File: src/rtl/ecall_input_port_pkg.sv
// Shared types and constants for the ecall input front-end.
package ecall_input_port_pkg;

  typedef enum logic [1:0] {
    IDLE       = 2'd0,
    ARM        = 2'd1,
    WAIT_PRESS = 2'd2
  } state_e;

  localparam logic EXT_ZERO = 1'b0;
  localparam logic EXT_SIGN = 1'b1;

  localparam int unsigned DEFAULT_DEBOUNCE_CYCLES = 200000;

endpackage

File: src/rtl/ecall_input_port_if.sv
// Request/result handshake between the ecall handler (master) and the input port (slave).
interface ecall_input_port_if #(
  parameter int unsigned DATA_WIDTH = 32
);
  logic                  req_i;
  logic                  sign_i;
  logic                  cancel_i;
  logic                  busy_o;
  logic                  done_o;
  logic [DATA_WIDTH-1:0] data_o;

  modport master (
    output req_i, sign_i, cancel_i,
    input  busy_o, done_o, data_o
  );

  modport slave (
    input  req_i, sign_i, cancel_i,
    output busy_o, done_o, data_o
  );
endinterface

File: src/rtl/ecall_input_port_btn_debounce.sv
// Button synchroniser + debouncer; emits a clean level and a one-cycle press pulse.
module btn_debounce
  import ecall_input_port_pkg::*;
#(
  parameter int unsigned DEBOUNCE_CYCLES = DEFAULT_DEBOUNCE_CYCLES
) (
  input  logic clk,
  input  logic rst,
  input  logic raw_i,
  output logic level_o,
  output logic press_o
);

  localparam int unsigned CNT_W = $clog2(DEBOUNCE_CYCLES);
  localparam logic [CNT_W-1:0] CNT_LAST = CNT_W'(DEBOUNCE_CYCLES - 1);

  logic             meta_q, meta_d;
  logic             btn_s_q, btn_s_d;
  logic [CNT_W-1:0] cnt_q, cnt_d;
  logic             level_q, level_d;
  logic             level_prev_q, level_prev_d;
  logic             press_q, press_d;

  always_comb begin
    meta_d       = raw_i;
    btn_s_d      = meta_q;
    cnt_d        = cnt_q;
    level_d      = level_q;
    level_prev_d = level_q;
    press_d      = level_q & ~level_prev_q;
    // Level flips only after the synced input has disagreed for DEBOUNCE_CYCLES edges in a row.
    if (btn_s_q == level_q) begin
      cnt_d = '0;
    end else if (cnt_q == CNT_LAST) begin
      level_d = btn_s_q;
      cnt_d   = '0;
    end else begin
      cnt_d = cnt_q + CNT_W'(1);
    end
  end

  always_ff @(posedge clk or posedge rst) begin
    if (rst) begin
      meta_q       <= 1'b0;
      btn_s_q      <= 1'b0;
      cnt_q        <= '0;
      level_q      <= 1'b0;
      level_prev_q <= 1'b0;
      press_q      <= 1'b0;
    end else begin
      meta_q       <= meta_d;
      btn_s_q      <= btn_s_d;
      cnt_q        <= cnt_d;
      level_q      <= level_d;
      level_prev_q <= level_prev_d;
      press_q      <= press_d;
    end
  end

  assign level_o = level_q;
  assign press_o = press_q;

endmodule

File: src/rtl/ecall_input_port.sv
// Ecall input front-end: waits for a fresh debounced press, returns extended switch value.
module ecall_input_port
  import ecall_input_port_pkg::*;
#(
  parameter int unsigned DEBOUNCE_CYCLES = DEFAULT_DEBOUNCE_CYCLES,
  parameter int unsigned SW_WIDTH        = 8,
  parameter int unsigned DATA_WIDTH      = 32
) (
  input  logic                clk,
  input  logic                rst,
  input  logic                button_i,
  input  logic [SW_WIDTH-1:0] switches_i,
  ecall_input_port_if.slave   bus,
  output logic                btn_level_o
);

  logic db_level;
  logic press;

  btn_debounce #(
    .DEBOUNCE_CYCLES(DEBOUNCE_CYCLES)
  ) u_btn_debounce (
    .clk     (clk),
    .rst     (rst),
    .raw_i   (button_i),
    .level_o (db_level),
    .press_o (press)
  );

  logic [SW_WIDTH-1:0]   sw_meta_q, sw_meta_d;
  logic [SW_WIDTH-1:0]   sw_s_q, sw_s_d;
  state_e                state_q, state_d;
  logic                  sign_q, sign_d;
  logic                  done_q, done_d;
  logic [DATA_WIDTH-1:0] data_q, data_d;
  logic                  ext_fill;

  assign ext_fill = (sign_q == EXT_SIGN) & sw_s_q[SW_WIDTH-1];

  always_comb begin
    sw_meta_d = switches_i;
    sw_s_d    = sw_meta_q;
    state_d   = state_q;
    sign_d    = sign_q;
    done_d    = 1'b0;
    data_d    = data_q;
    case (state_q)
      IDLE: begin
        if (bus.req_i && !bus.cancel_i) begin
          sign_d  = bus.sign_i;
          // A button already held must be released before it can satisfy this read.
          state_d = db_level ? ARM : WAIT_PRESS;
        end
      end
      ARM: begin
        if (bus.cancel_i)   state_d = IDLE;
        else if (!db_level) state_d = WAIT_PRESS;
      end
      WAIT_PRESS: begin
        if (bus.cancel_i) begin
          state_d = IDLE;
        end else if (press) begin
          data_d  = {{(DATA_WIDTH-SW_WIDTH){ext_fill}}, sw_s_q};
          done_d  = 1'b1;
          state_d = IDLE;
        end
      end
      default: state_d = IDLE;
    endcase
  end

  always_ff @(posedge clk or posedge rst) begin
    if (rst) begin
      sw_meta_q <= '0;
      sw_s_q    <= '0;
      state_q   <= IDLE;
      sign_q    <= EXT_ZERO;
      done_q    <= 1'b0;
      data_q    <= '0;
    end else begin
      sw_meta_q <= sw_meta_d;
      sw_s_q    <= sw_s_d;
      state_q   <= state_d;
      sign_q    <= sign_d;
      done_q    <= done_d;
      data_q    <= data_d;
    end
  end

  assign bus.busy_o  = (state_q != IDLE);
  assign bus.done_o  = done_q;
  assign bus.data_o  = data_q;
  assign btn_level_o = db_level;

endmodule

File: src/flat_wrapper.sv
// flat-port wrapper written by rule: the top's interface ports become plain ports
module ecall_input_port_flat import ecall_input_port_pkg::*;
#(
  parameter int unsigned DEBOUNCE_CYCLES = DEFAULT_DEBOUNCE_CYCLES,
  parameter int unsigned SW_WIDTH        = 8,
  parameter int unsigned DATA_WIDTH      = 32
)
  (clk, rst, button_i, switches_i, btn_level_o, bus_req_i, bus_sign_i, bus_cancel_i, bus_busy_o, bus_done_o, bus_data_o);
  ecall_input_port_if #(.DATA_WIDTH(DATA_WIDTH)) bus_i ();
  input  logic clk;
  input  logic rst;
  input  logic button_i;
  input  logic [SW_WIDTH-1:0] switches_i;
  output logic btn_level_o;
  input wire logic [$bits(bus_i.req_i)-1:0] bus_req_i;
  input wire logic [$bits(bus_i.sign_i)-1:0] bus_sign_i;
  input wire logic [$bits(bus_i.cancel_i)-1:0] bus_cancel_i;
  output wire logic [$bits(bus_i.busy_o)-1:0] bus_busy_o;
  output wire logic [$bits(bus_i.done_o)-1:0] bus_done_o;
  output wire logic [$bits(bus_i.data_o)-1:0] bus_data_o;
  assign bus_i.req_i = bus_req_i;
  assign bus_i.sign_i = bus_sign_i;
  assign bus_i.cancel_i = bus_cancel_i;
  assign bus_busy_o = bus_i.busy_o;
  assign bus_done_o = bus_i.done_o;
  assign bus_data_o = bus_i.data_o;
  ecall_input_port #(.DEBOUNCE_CYCLES(DEBOUNCE_CYCLES), .SW_WIDTH(SW_WIDTH), .DATA_WIDTH(DATA_WIDTH)) u_core (.clk(clk), .rst(rst), .button_i(button_i), .switches_i(switches_i), .bus(bus_i), .btn_level_o(btn_level_o));
endmodule
File: config.mk
export PLATFORM = sky130hd
export DESIGN_NAME = ecall_input_port_flat
export DESIGN_NICKNAME = d
export VERILOG_FILES = /design/src/rtl/ecall_input_port_pkg.sv /design/src/rtl/ecall_input_port_if.sv /design/src/rtl/ecall_input_port_btn_debounce.sv /design/src/rtl/ecall_input_port.sv /design/src/flat_wrapper.sv
export SDC_FILE = /design/constraint.sdc
export NUM_CORES = 1
export LEC_CHECK = 0
export CORE_MARGIN = 3
export CORE_UTILIZATION = 49
export DETAILED_ROUTE_END_ITERATION = 10
export GPL_TIMING_DRIVEN = 0
export PLACE_DENSITY = 0.85
export SYNTH_ARGS = -nofsm -noshare
export SYNTH_HDL_FRONTEND = slang
export SYNTH_SLANG_ARGS = --single-unit
File: constraint.sdc
create_clock -name clk -period 2.4 [get_ports clk]
set_input_delay 0.24 -clock clk [delete_from_list [all_inputs] [get_ports clk]]
set_output_delay 0.24 -clock clk [all_outputs]
set_load 0.05 [all_outputs]
======== Yosys cells after proc, flatten, opt, wreduce, memory -nomap -nowiden ========
Index checks and enable logic that the tools add are counted.
storage, ports and cells
  register bits after elaboration ......... 52
  input bits .............................. 14
  output and inout port bits .............. 35
  word-level logic and storage cells ...... 45
operators by class
  add/subtract/negate cells ............... 1
  equal/unequal tests ..................... 7
  muxes and demuxes ....................... 12
  bitwise gates (word level) .............. 5
  reductions and logical operators ........ 8
operator list
  cell                     number
  $mux W18                 2
  $add A18 B1 Y18 const B  1
  $eq A18 B18 Y1 const B   1
  $mux W2                  6
  $ne A3 B3 Y1 const B     2
  $pmux W2 S3              1
  $reduce_and A3 Y1        2
  $reduce_and A2 Y1        2
  $mux W1                  3
  $not A1 Y1               3
  $and A1 B1 Y1            2
  $eq A2 B1 Y1 const B     1
  $eq A2 B2 Y1 const B     1
  $logic_not A2 Y1         1
  $ne A2 B1 Y1 const B     1
  $reduce_bool A2 Y1       1
  $eq A1 B1 Y1             1
  $logic_and A1 B1 Y1      1
  $logic_not A1 Y1         1

======== Depth between registers and ports, before layout ========
Gate-level depths: netlist of run 1.
  depth after elaboration ................. 4
  gate-level depth with buffers ........... 7

======== Modules after synthesis ========
From an unflattened synthesis of run 1, not the netlist that was laid out.
unflattened totals
  cells, all modules ...................... 173
  area, all modules ....................... 2180.8 um^2
modules (own cells, without submodules)
  module            instances  cells an instance  area each (um^2)
  ecall_input_port  1          74                 1118.6
  btn_debounce      1          99                 1062.3

======== Least setup slack after synthesis of run 1 ========
Ideal clock, no wire load.
  path kind ............................... register to register
  start ................................... register u_core.u_btn_debounce.cnt_q[0]
  end ..................................... register u_core.u_btn_debounce.cnt_q[10]
  library setup time ...................... 0.121 ns
  data arrival time ....................... 1.611 ns
  required time ........................... 2.279 ns
  path slack .............................. 0.668 ns
  cell stages (with the launch flop) ...... 8
  path buffers ............................ 2
  clock period less this slack ............ 1.732 ns
  cell sequence ........................... dfrtp_1 > ha_1 > and3_2 > buf_2 > nand3_1 > o21ai_2 > buf_2 > nor2_1
on the way
  cells in the longest elaborated chain, start to end .. 3
  elaborated cells between the ends (all ways) .. 4
  classes of those cells .................. 1 x add/sub; 1 x eq/ne; 2 x mux
ends and longest elaborated chain
  what                                               RTL line                                                                  source
  from (decl)                                        ecall_input_port_btn_debounce.sv:19                                       logic [CNT_W-1:0] cnt_q, cnt_d;
  from (signal assigned)                             ecall_input_port_btn_debounce.sv:53                                       cnt_q <= cnt_d;
  $add A18 B1 Y18 or $eq A18 B18 Y1 (tied branches)  ecall_input_port_btn_debounce.sv:38, ecall_input_port_btn_debounce.sv:34
  $mux W18 (*)                                       ecall_input_port_btn_debounce.sv:34                                       end else if (cnt_q == CNT_LAST) begin
  $mux W18 (*)                                       ecall_input_port_btn_debounce.sv:32                                       if (btn_s_q == level_q) begin
  named net u_core.u_btn_debounce.cnt_d[10]          ecall_input_port_btn_debounce.sv:19
The timed path passes the listed nets; every way through them passes the cells marked *.
A chain may end at the register's enable or synchronous reset.

==> results of run 1 <==
==> final timing paths <==
path / startpoint / endpoint / slack (ns) / depth (start not counted)
max in group asynchronous: rst / u_core.bus.data_o[8] / 1.55 / 3
min in group clk: u_core.sw_meta_q[3] / u_core.sw_s_q[3] / 0.36 / 0
max reg2reg: u_core.u_btn_debounce.cnt_q[0] / u_core.u_btn_debounce.cnt_q[11] / 0.38 / 7
min: rst / u_core.bus.data_o[3] / 0.32 / 2
min reg2reg: u_core.sw_meta_q[3] / u_core.sw_s_q[3] / 0.36 / 0
max: u_core.bus.data_o[8] / bus_data_o[19] / 0.28 / 2
==> stage by stage <==
stage / total power, mW / hold slack, ns / cells
after floorplan: 1.07 / 0.271 / 175
after detailed placement: 1.16 / 0.337 / 274
after CTS: 1.66 / 0.334 / 282
after global routing: 1.71 / 0.350 / 282
after global placement: 1.15 / 0.334 / 273
final: 1.63 / 0.319 / 282
==> what timing repair did <==
item                                   CTS  global route
endpoints found under the hold margin    0             0
setup endpoints to repair                0            23
gates resized for setup                  0             1
hold buffers                             0             0
==> power by group through the flow <==
stage | logic (mW) | clock network [mW] | registers [mW]
floorplan | 0.140 | 0 | 0.935
global placement | 0.213 | 0 | 0.935
detailed placement | 0.222 | 0 | 0.937
CTS | 0.222 | 0.513 | 0.919
global route | 0.231 | 0.551 | 0.923
finish | 0.218 | 0.495 | 0.919
==> routing by layer <==
layer | vias up | global-route usage, % | part of all wire (%)
li1 | 686 | - | -
met1 | 673 | 18.3 | 42
met2 | 44 | 25.4 | 50
met3 | 10 | 4.57 | 6.5
met4 | 0 | 5.64 | 1.9
met5 | - | 0 | 0
==> state kept, by name, summed over array words and instances (netlist names) <==
register and count:
u_core.u_btn_debounce.level_prev_q 1, u_core.sign_q 1, u_core.u_btn_debounce.cnt_q 18, u_core.sw_meta_q 8
u_core.u_btn_debounce.level_o 1, u_core.state_q 2, u_core.sw_s_q 8, u_core.u_btn_debounce.press_o 1
u_core.bus.data_o 9, u_core.bus.done_o 1, u_core.u_btn_debounce.btn_s_d 1, u_core.u_btn_debounce.btn_s_q 1
==> cell families after synthesis <==
group                    synth area share (%)
AO/OA/AOI/OAI                            1.82
XOR/XNOR                                 6.15
adder cells (fa/ha/maj)                 0.586
buffers and inverters                    9.26
flip-flops                               61.0
multiplexers                             5.28
AND/OR/NAND/NOR                          15.9
==> cell type report <==
type / count / area, um^2
fill: 297 / 1310
sequential: 52 / 1300
multi-input combinational: 94 / 636
timing repair buffer: 49 / 508
buffer: 26 / 186
clock buffer: 5 / 68.8
tap: 50 / 62.6
clock inverter: 3 / 27.5
inverter: 3 / 11.3
==> worst max-delay path, cell delays in order (launching register included) <==
cell	delay [ns]
dfrtp_2	0.60
buf_4	0.18
clkdlybuf4s50_1	0.80
==> cell usage in the layout, fill, tap and decap left out, types with 2 or more instances in the layout <==
| cell | Yosys | layout |
|---|---|---|
| xnor2_1 | 6 | 6 |
| mux2_2 | 10 | 10 |
| nand4_1 | 8 | 8 |
| buf_4 | 23 | 23 |
| o21ai_0 | 3 | 3 |
| nor4b_1 | 2 | 2 |
| nor2_1 | 23 | 23 |
| inv_1 | 3 | 2 |
| clkdlybuf4s50_1 | 0 | 48 |
| and3_1 | 2 | 2 |
| nand2_1 | 4 | 4 |
| clkbuf_8 | 0 | 5 |
| nand3_1 | 5 | 5 |
| dfrtp_1 | 52 | 51 |
| nor3_1 | 4 | 4 |
| or3_1 | 2 | 2 |
| a21oi_1 | 3 | 3 |
| xor2_1 | 9 | 9 |
| buf_2 | 2 | 2 |
| nand4_2 | 2 | 2 |
==> run metrics, run 1 <==
setup TNS=0 ns; Detailed Place HPWL=2780 um; Post-synth EDFFs=0; CTS tree=built; final setup fails=0; io pins=49; Place WS=0.367 ns; fmax=0.472 GHz; final instance area=2800 um^2; Final nets=246; leakage power=1.26 nW; combinational power share=13.4%; post-synth top area cell=dfrtp_1; Inserted Diodes=0; area grow syn2layout=31.3%; Post-synth ARST share=100%; Initial DRT Pass Iterations=4; first-pass GRT wire length=5960 um; crit path max fanout=25; Setup CP Type=reg2out; DR iter-0 viols=38; pin count of the biggest net entering global routing=29; clk root buf=clkbuf_8; Clock Sinks=52; Die Span X=72 um; status=completed; Clk network pwr share=30.4%; die area=5180 um^2; clk_lat worst skew=0.30 ns; worst-margin pin slew=0.580 ns; Area contributors post-synth=dfrtp_1 (61%), buf_4 (8.1%), mux2_2 (5.3%), nor2_1 (4.0%), xor2_1 (3.7%); Worst-path clk slew=0.10 ns; antenna-violating nets left=0; Startpoint Class=flop; Die H=72 um; vias in the first global route=1292; IO buf count=48; initial antenna violation count=0; Yosys top cell area share=61.0%; Post-route DRC=0; WL final=3590 um; setup bufs post-CTS=0; Post-Syn Nets=190; Worst IR Drop VDD=0.585 mV; RSZ-0062 raised after global routing=no; mean cell area of the mapped netlist=12.2 um^2; Synth Register Bits=52; post-DR vias/cell=5.01; Routed WL per cell=12.7 um; CP endpoint kind=output port; Required @ worst endpoint=2.16 ns; max-cap check violation count=0; Flop pwr share=56.3%; Distinct cells, synth=30; Most used DFF post-synth=dfrtp_1; max-slew violations=0; cts bufs inserted=5; Mapped Cells=175; via count=1413; WP data arrival=1.88 ns; H-tree level count=2; most common cell in the synthesized netlist=dfrtp_1; Final Cycle Share=88.2%; proportion of layout cells with a drive suffix above 1=23.3%; yosys synthesis warning count=0; grt total ovfl=0; cell-internal power=1.21 mW; clk_skew=0.00682 ns; Cell Area, Placed=2710 um^2; worst setup margin=0.283 ns; switching share of power=26.1%; top post-synthesis cells by count=dfrtp_1 (52), buf_4 (23), nor2_1 (23); Mapped Area=2130 um^2; deepest clock path buffer count=2; Placer Congestion=0.924; minimum clock period=2.12 ns; Worst Hold Class=in2async; sequential area share after synthesis=61.0%; Fin. Hold Viols=0; pwr dens=582 nW/um^2; GRT Resource Usage Total=15.1%; Switch Pwr=0.426 mW; num rows=23; core outline area=4120 um^2; Initial Util=51.9%; Max transition margin=61.3%; Final Util=68.1%
Power figures use the tool's default switching activity.
==> inputs of run 2 (changes only) <==
- CORE_MARGIN: 3 -> 2
- CORE_UTILIZATION: 49 -> 40
- PLACE_DENSITY: 0.85 -> 0.73
==> run 2 against run 1 <==
Net effect: global-route usage is 1.6 points lower; largest power group unchanged; count of clock-buffer cells in the layout stayed put; register-to-register slack hardly changed; critical path depth stayed put; critical path type unchanged; largest cell class unchanged; sequential share of layout area is 0.19 points lower.
==> run metrics, run 2 (synthesis results as in run 1) <==
status=completed (unchanged); max-slew violations=0 (unchanged); final instance area=2810 um^2 (was 2800 um^2); Clock Sinks=52 (unchanged); Worst IR Drop VDD=0.349 mV (was 0.585 mV); cell-internal power=1.20 mW (was 1.21 mW); commonest non-fill, non-tap cell in the layout=dfrtp_1 (unchanged); Fin. Hold Viols=0 (unchanged); Detailed Place HPWL=2670 um (was 2780 um); CTS tree=built (unchanged); Final nets=246 (unchanged); Clk network pwr share=30.0% (was 30.4%); num rows=26 (was 23); grt total ovfl=0 (unchanged); Placer Congestion=0.839 (was 0.924); via count=1401 (was 1413); RSZ-0062 raised after global routing=no (unchanged); Top reg by flops=u_core.u_btn_debounce.cnt_q (unchanged); Required @ worst endpoint=2.16 ns (about the same); Startpoint Class=flop (unchanged); Initial Util=41.5% (was 51.9%); Cell Area, Placed=2720 um^2 (was 2710 um^2); max-cap check violation count=0 (unchanged); combinational power share=13.4% (about the same); GRT Resource Usage Total=13.5% (was 15.1%); clk_skew=0.00821 ns (was 0.00682 ns); fmax=0.472 GHz (about the same); Post-CTS Hold Buffers=0 (unchanged); most frequent cells in the layout=dfrtp_1 (51), clkdlybuf4s50_1 (48), nor2_1 (23), buf_4 (23), mux2_2 (10) (unchanged); area grow syn2layout=31.8% (was 31.3%); Inserted Diodes=0 (unchanged); post-DR vias/cell=4.64 (was 5.01); core outline area=5140 um^2 (was 4120 um^2); Switch Pwr=0.423 mW (was 0.426 mW); crit path max fanout=25 (unchanged); Initial DRT Pass Iterations=4 (unchanged); Final Cycle Share=88.3% (was 88.2%); IO buf count=48 (unchanged); pwr dens=576 nW/um^2 (was 582 nW/um^2); Routed WL per cell=12.1 um (was 12.7 um); proportion of layout cells with a drive suffix above 1=23.3% (unchanged); initial antenna violation count=0 (unchanged); Die Span X=77.1 um (was 72 um); Setup CP Type=reg2out (unchanged); pin count of the biggest net entering global routing=38 (was 29); switching share of power=26.1% (about the same); first-pass GRT wire length=6310 um (was 5960 um); die area=5940 um^2 (was 5180 um^2); Post-route DRC=0 (unchanged); leakage power=1.25 nW (was 1.26 nW); Worst-path clk slew=0.09 ns (was 0.10 ns); Die H=77.1 um (was 72 um); clk root buf=clkbuf_8 (unchanged); worst-margin pin slew=0.516 ns (was 0.580 ns); deepest clock path buffer count=2 (unchanged); antenna-violating nets left=0 (unchanged); clk_lat worst skew=0.30 ns (about the same); Max transition margin=65.5% (was 61.3%); DR iter-0 viols=26 (was 38); final setup fails=0 (unchanged); Flop pwr share=56.6% (was 56.3%); max FFs per register=18 (unchanged); Worst Hold Class=in2async (unchanged); final hold slack=0.217 ns (was 0.319 ns); origin of the critical flop-to-flop path=u_core.u_btn_debounce.cnt_q[0] (unchanged); WL final=3670 um (was 3590 um); Fill cells=470 (was 297); minimum clock period=2.12 ns (about the same); cts bufs inserted=5 (unchanged); H-tree level count=2 (unchanged); io pins=49 (unchanged); WP data arrival=1.88 ns (about the same); setup TNS=0 ns (unchanged); CP endpoint kind=output port (unchanged); vias in the first global route=1312 (was 1292); crit path launch=u_core.bus.data_o[8] (unchanged)
run 2: changes by cell type in the layout (fill, tap and decap cells not counted):
cell	before	now
clkinv_2	0	1
inv_8	1	0
inv_6	0	1
buf_12	0	1
buf_16	1	0
clkinv_4	1	0
run 2: layout make-up:
| cell class | instances | area (um^2) | share of cell area, % |
|---|---|---|---|
| inverter | 3 | 11.3 | 0.400 |
| clock buffer | 5 | 68.8 | 2.45 |
| multi-input combinational | 94 | 636 | 22.6 |
| buffer | 26 | 186 | 6.63 |
| timing repair buffer | 49 | 500 | 17.8 |
| clock inverter | 3 | 21.3 | 0.756 |
| tap | 70 | 87.6 | 3.11 |
| sequential | 52 | 1300 | 46.3 |
run 2: power groups by stage:
stage | clock network (mW) | logic (mW) | registers [mW]
detailed placement | 0 | 0.221 | 0.936
CTS | 0.507 | 0.221 | 0.919
global route | 0.551 | 0.231 | 0.923
global placement | 0 | 0.214 | 0.935
floorplan | 0 | 0.140 | 0.935
finish | 0.486 | 0.217 | 0.919
run 2: worst paths after layout:
check | cells after the start | end | slack (ns)
min in group clk | 0 | u_core.sw_s_q[1] | 0.36
min reg2reg | 0 | u_core.sw_s_q[1] | 0.36
max reg2reg | 7 | u_core.u_btn_debounce.cnt_q[11] | 0.38
max in group asynchronous | 3 | u_core.u_btn_debounce.cnt_q[0] | 1.69
min | 2 | u_core.bus.data_o[7] | 0.22
max | 2 | bus_data_o[23] | 0.28
run 2: per-layer routing:
| metal | global-route usage (%) | vias to the layer above | wire length [um] |
|---|---|---|---|
| li1 | - | 685 | - |
| met1 | 17.3 | 668 | 1630 |
| met2 | 21.4 | 42 | 1750 |
| met3 | 4.12 | 6 | 228 |
| met4 | 5.36 | 0 | 63 |
| met5 | 0 | - | 0 |
run 2: stage by stage:
step | setup WS, ns | cells | util [%] | power (mW)
6_report | 0.280 | 302 | 54.7 | 1.62
4_1_cts | 0.0167 | 302 | 54.7 | 1.65
3_5_place_dp | 0.356 | 294 | 53.0 | 1.16
3_3_place_gp | -0.0200 | 293 | 52.6 | 1.15
2_1_floorplan | 0.668 | 175 | - | 1.07
5_1_grt | 0.174 | 302 | 54.7 | 1.71
run 2: critical path, cell delays in order, from the launching register on:
cell and delay (ns):
dfrtp_2 0.60, buf_4 0.17, clkdlybuf4s50_1 0.80
run 2: timing repair:
item / 4_1_cts / 5_1_grt
gates resized for setup: 0 / 1
setup endpoints to repair: 0 / 24
buffers inserted: 0 / 0
==> inputs of run 3 (changes only) <==
- RECOVER_POWER: default -> 50
==> run 3 against run 2 <==
Net effect: count of clock-buffer cells in the layout is the same; sequential power is essentially flat; combinational power fell by 3%; hold slack gained 0.14 ns; flip-flop and latch count is the same; fmax about the same; clock power about the same.
==> run metrics, run 3 (synthesis results as in run 1) <==
Worst IR Drop VDD=0.347 mV (was 0.349 mV); cell-internal power=1.19 mW (was 1.20 mW); WL final=3650 um (was 3670 um); Initial DRT Pass Iterations=4 (unchanged); core outline area=5140 um^2 (unchanged); switching share of power=26.1% (about the same); clk_lat worst skew=0.30 ns (about the same); die area=5940 um^2 (unchanged); Detailed Place HPWL=2670 um (unchanged); Clk network pwr share=30.0% (about the same); via count=1403 (was 1401); Flop pwr share=56.9% (was 56.6%); io pins=49 (unchanged); post-DR vias/cell=4.65 (was 4.64); pwr dens=576 nW/um^2 (about the same); final setup fails=0 (unchanged); CP cell instances=buf_4 > clkdlybuf4s50_1 (unchanged); Post-route DRC=0 (unchanged); deepest clock path buffer count=2 (unchanged); max-slew violations=0 (unchanged); vias in the first global route=1312 (unchanged); clk_skew=0.00822 ns (was 0.00821 ns); CTS tree=built (unchanged); grt total ovfl=0 (unchanged); Post-CTS Hold Buffers=0 (unchanged); Inserted Diodes=0 (unchanged); commonest non-fill, non-tap cell in the layout=dfrtp_1 (unchanged); H-tree level count=2 (unchanged); IO buf count=48 (unchanged); pin count of the biggest net entering global routing=38 (unchanged); max-cap check violation count=0 (unchanged); worst-margin pin slew=0.870 ns (was 0.516 ns); Final Cycle Share=88.3% (about the same); Fin. Hold Viols=0 (unchanged); clk root buf=clkbuf_8 (unchanged); max FFs per register=18 (unchanged); min-delay src=u_core.sw_meta_q[1]; PostCTS Resize Cnt=0 (unchanged); Place WS=0.356 ns (unchanged); Final Util=54.5% (was 54.7%); cts bufs inserted=5 (unchanged); CP peak stage delay=0.80 ns (about the same); initial antenna violation count=0 (unchanged); CP endpoint kind=output port (unchanged); crit path launch=u_core.bus.data_o[8] (unchanged); Placer Congestion=0.839 (unchanged); origin of the critical flop-to-flop path=u_core.u_btn_debounce.cnt_q[0] (unchanged); worst setup margin=0.280 ns (about the same); Switch Pwr=0.421 mW (was 0.423 mW); most frequent cells in the layout=dfrtp_1 (51), clkdlybuf4s50_1 (38), nor2_1 (23), buf_4 (23) (was dfrtp_1 (51), clkdlybuf4s50_1 (48), nor2_1 (23), buf_4 (23), mux2_2 (10)); Final nets=246 (unchanged); Clock Sinks=52 (unchanged); setup bufs post-CTS=0 (unchanged); fmax=0.472 GHz (about the same); Die Span X=77.1 um (unchanged); WP data arrival=1.88 ns (about the same); status=completed (unchanged); first-pass GRT wire length=6310 um (unchanged); Crit-path slowest cell=clkdlybuf4s50_1 (unchanged); leakage power=1.25 nW (about the same); combinational power share=13.0% (was 13.4%); minimum clock period=2.12 ns (about the same); Worst-path clk slew=0.09 ns (about the same); GRT Resource Usage Total=13.5% (unchanged); crit path max fanout=25 (unchanged); area grow syn2layout=31.1% (was 31.8%); RSZ-0062 raised after global routing=no (unchanged); proportion of layout cells with a drive suffix above 1=22.8% (was 23.3%); Startpoint Class=flop (unchanged); Worst Hold Class=reg2reg (was in2async); num rows=26 (unchanged); Setup CP Type=reg2out (unchanged); antenna-violating nets left=0 (unchanged); Initial Util=41.5% (unchanged); DR iter-0 viols=26 (unchanged); Die H=77.1 um (unchanged); Top reg by flops=u_core.u_btn_debounce.cnt_q (unchanged); Routed WL per cell=12.1 um (about the same); Required @ worst endpoint=2.16 ns (about the same); Max transition margin=42.0% (was 65.5%)
## run 3: per-stage QoR
stage	TNS (ns)	power, mW	hold WS [ns]	cell area (um^2)	cells
2_1_floorplan	0	1.07	0.271	2130	175
3_3_place_gp	-0.948	1.15	0.333	2700	293
3_5_place_dp	0	1.16	0.335	2720	294
4_1_cts	0	1.65	0.222	2810	302
5_1_grt	0	1.70	0.367	2800	302
6_report	0	1.61	0.355	2800	302
## run 3: layout make-up
class	count	area [um^2]
multi-input combinational	94	636
clock inverter	3	21.3
tap	70	87.6
fill	471	2340
timing repair buffer	49	485
inverter	3	11.3
clock buffer	5	68.8
sequential	52	1300
buffer	26	186
## run 3: power by group through the flow
| stage | Clock (mW) | Combinational [mW] | Sequential [mW] |
|---|---|---|---|
| floorplan | 0 | 0.140 | 0.935 |
| global placement | 0 | 0.214 | 0.935 |
| finish | 0.485 | 0.210 | 0.919 |
| CTS | 0.507 | 0.221 | 0.919 |
| detailed placement | 0 | 0.221 | 0.936 |
| global route | 0.551 | 0.225 | 0.923 |
## run 3: worst paths after layout
check                                                        to  slack (ns)  depth (start not counted)
worst max-delay path                             bus_data_o[23]        0.28                          2
worst min-delay path                           u_core.sw_s_q[1]        0.36                          0
worst max register to register  u_core.u_btn_debounce.cnt_q[11]        0.38                          7
worst min register to register                 u_core.sw_s_q[1]        0.36                          0
max in group asynchronous        u_core.u_btn_debounce.cnt_q[0]        0.74                          3
min in group asynchronous                  u_core.bus.data_o[7]        0.42                          2
## run 3: per-layer routing
metal / GRT usage [%] / vias to the layer above / share of wire [%]
met4: 5.36 / 0 / 1.7
met2: 21.4 / 42 / 48
met1: 17.3 / 670 / 44
met5: 0 / - / 0
met3: 4.12 / 6 / 6.2
li1: - / 685 / -
## run 3: worst max-delay path, delay by kind of cell, from the launching register on
family / cells / cell delay (ns)
buffers and inverters: 2 / 0.97
flip-flops: 1 / 0.60
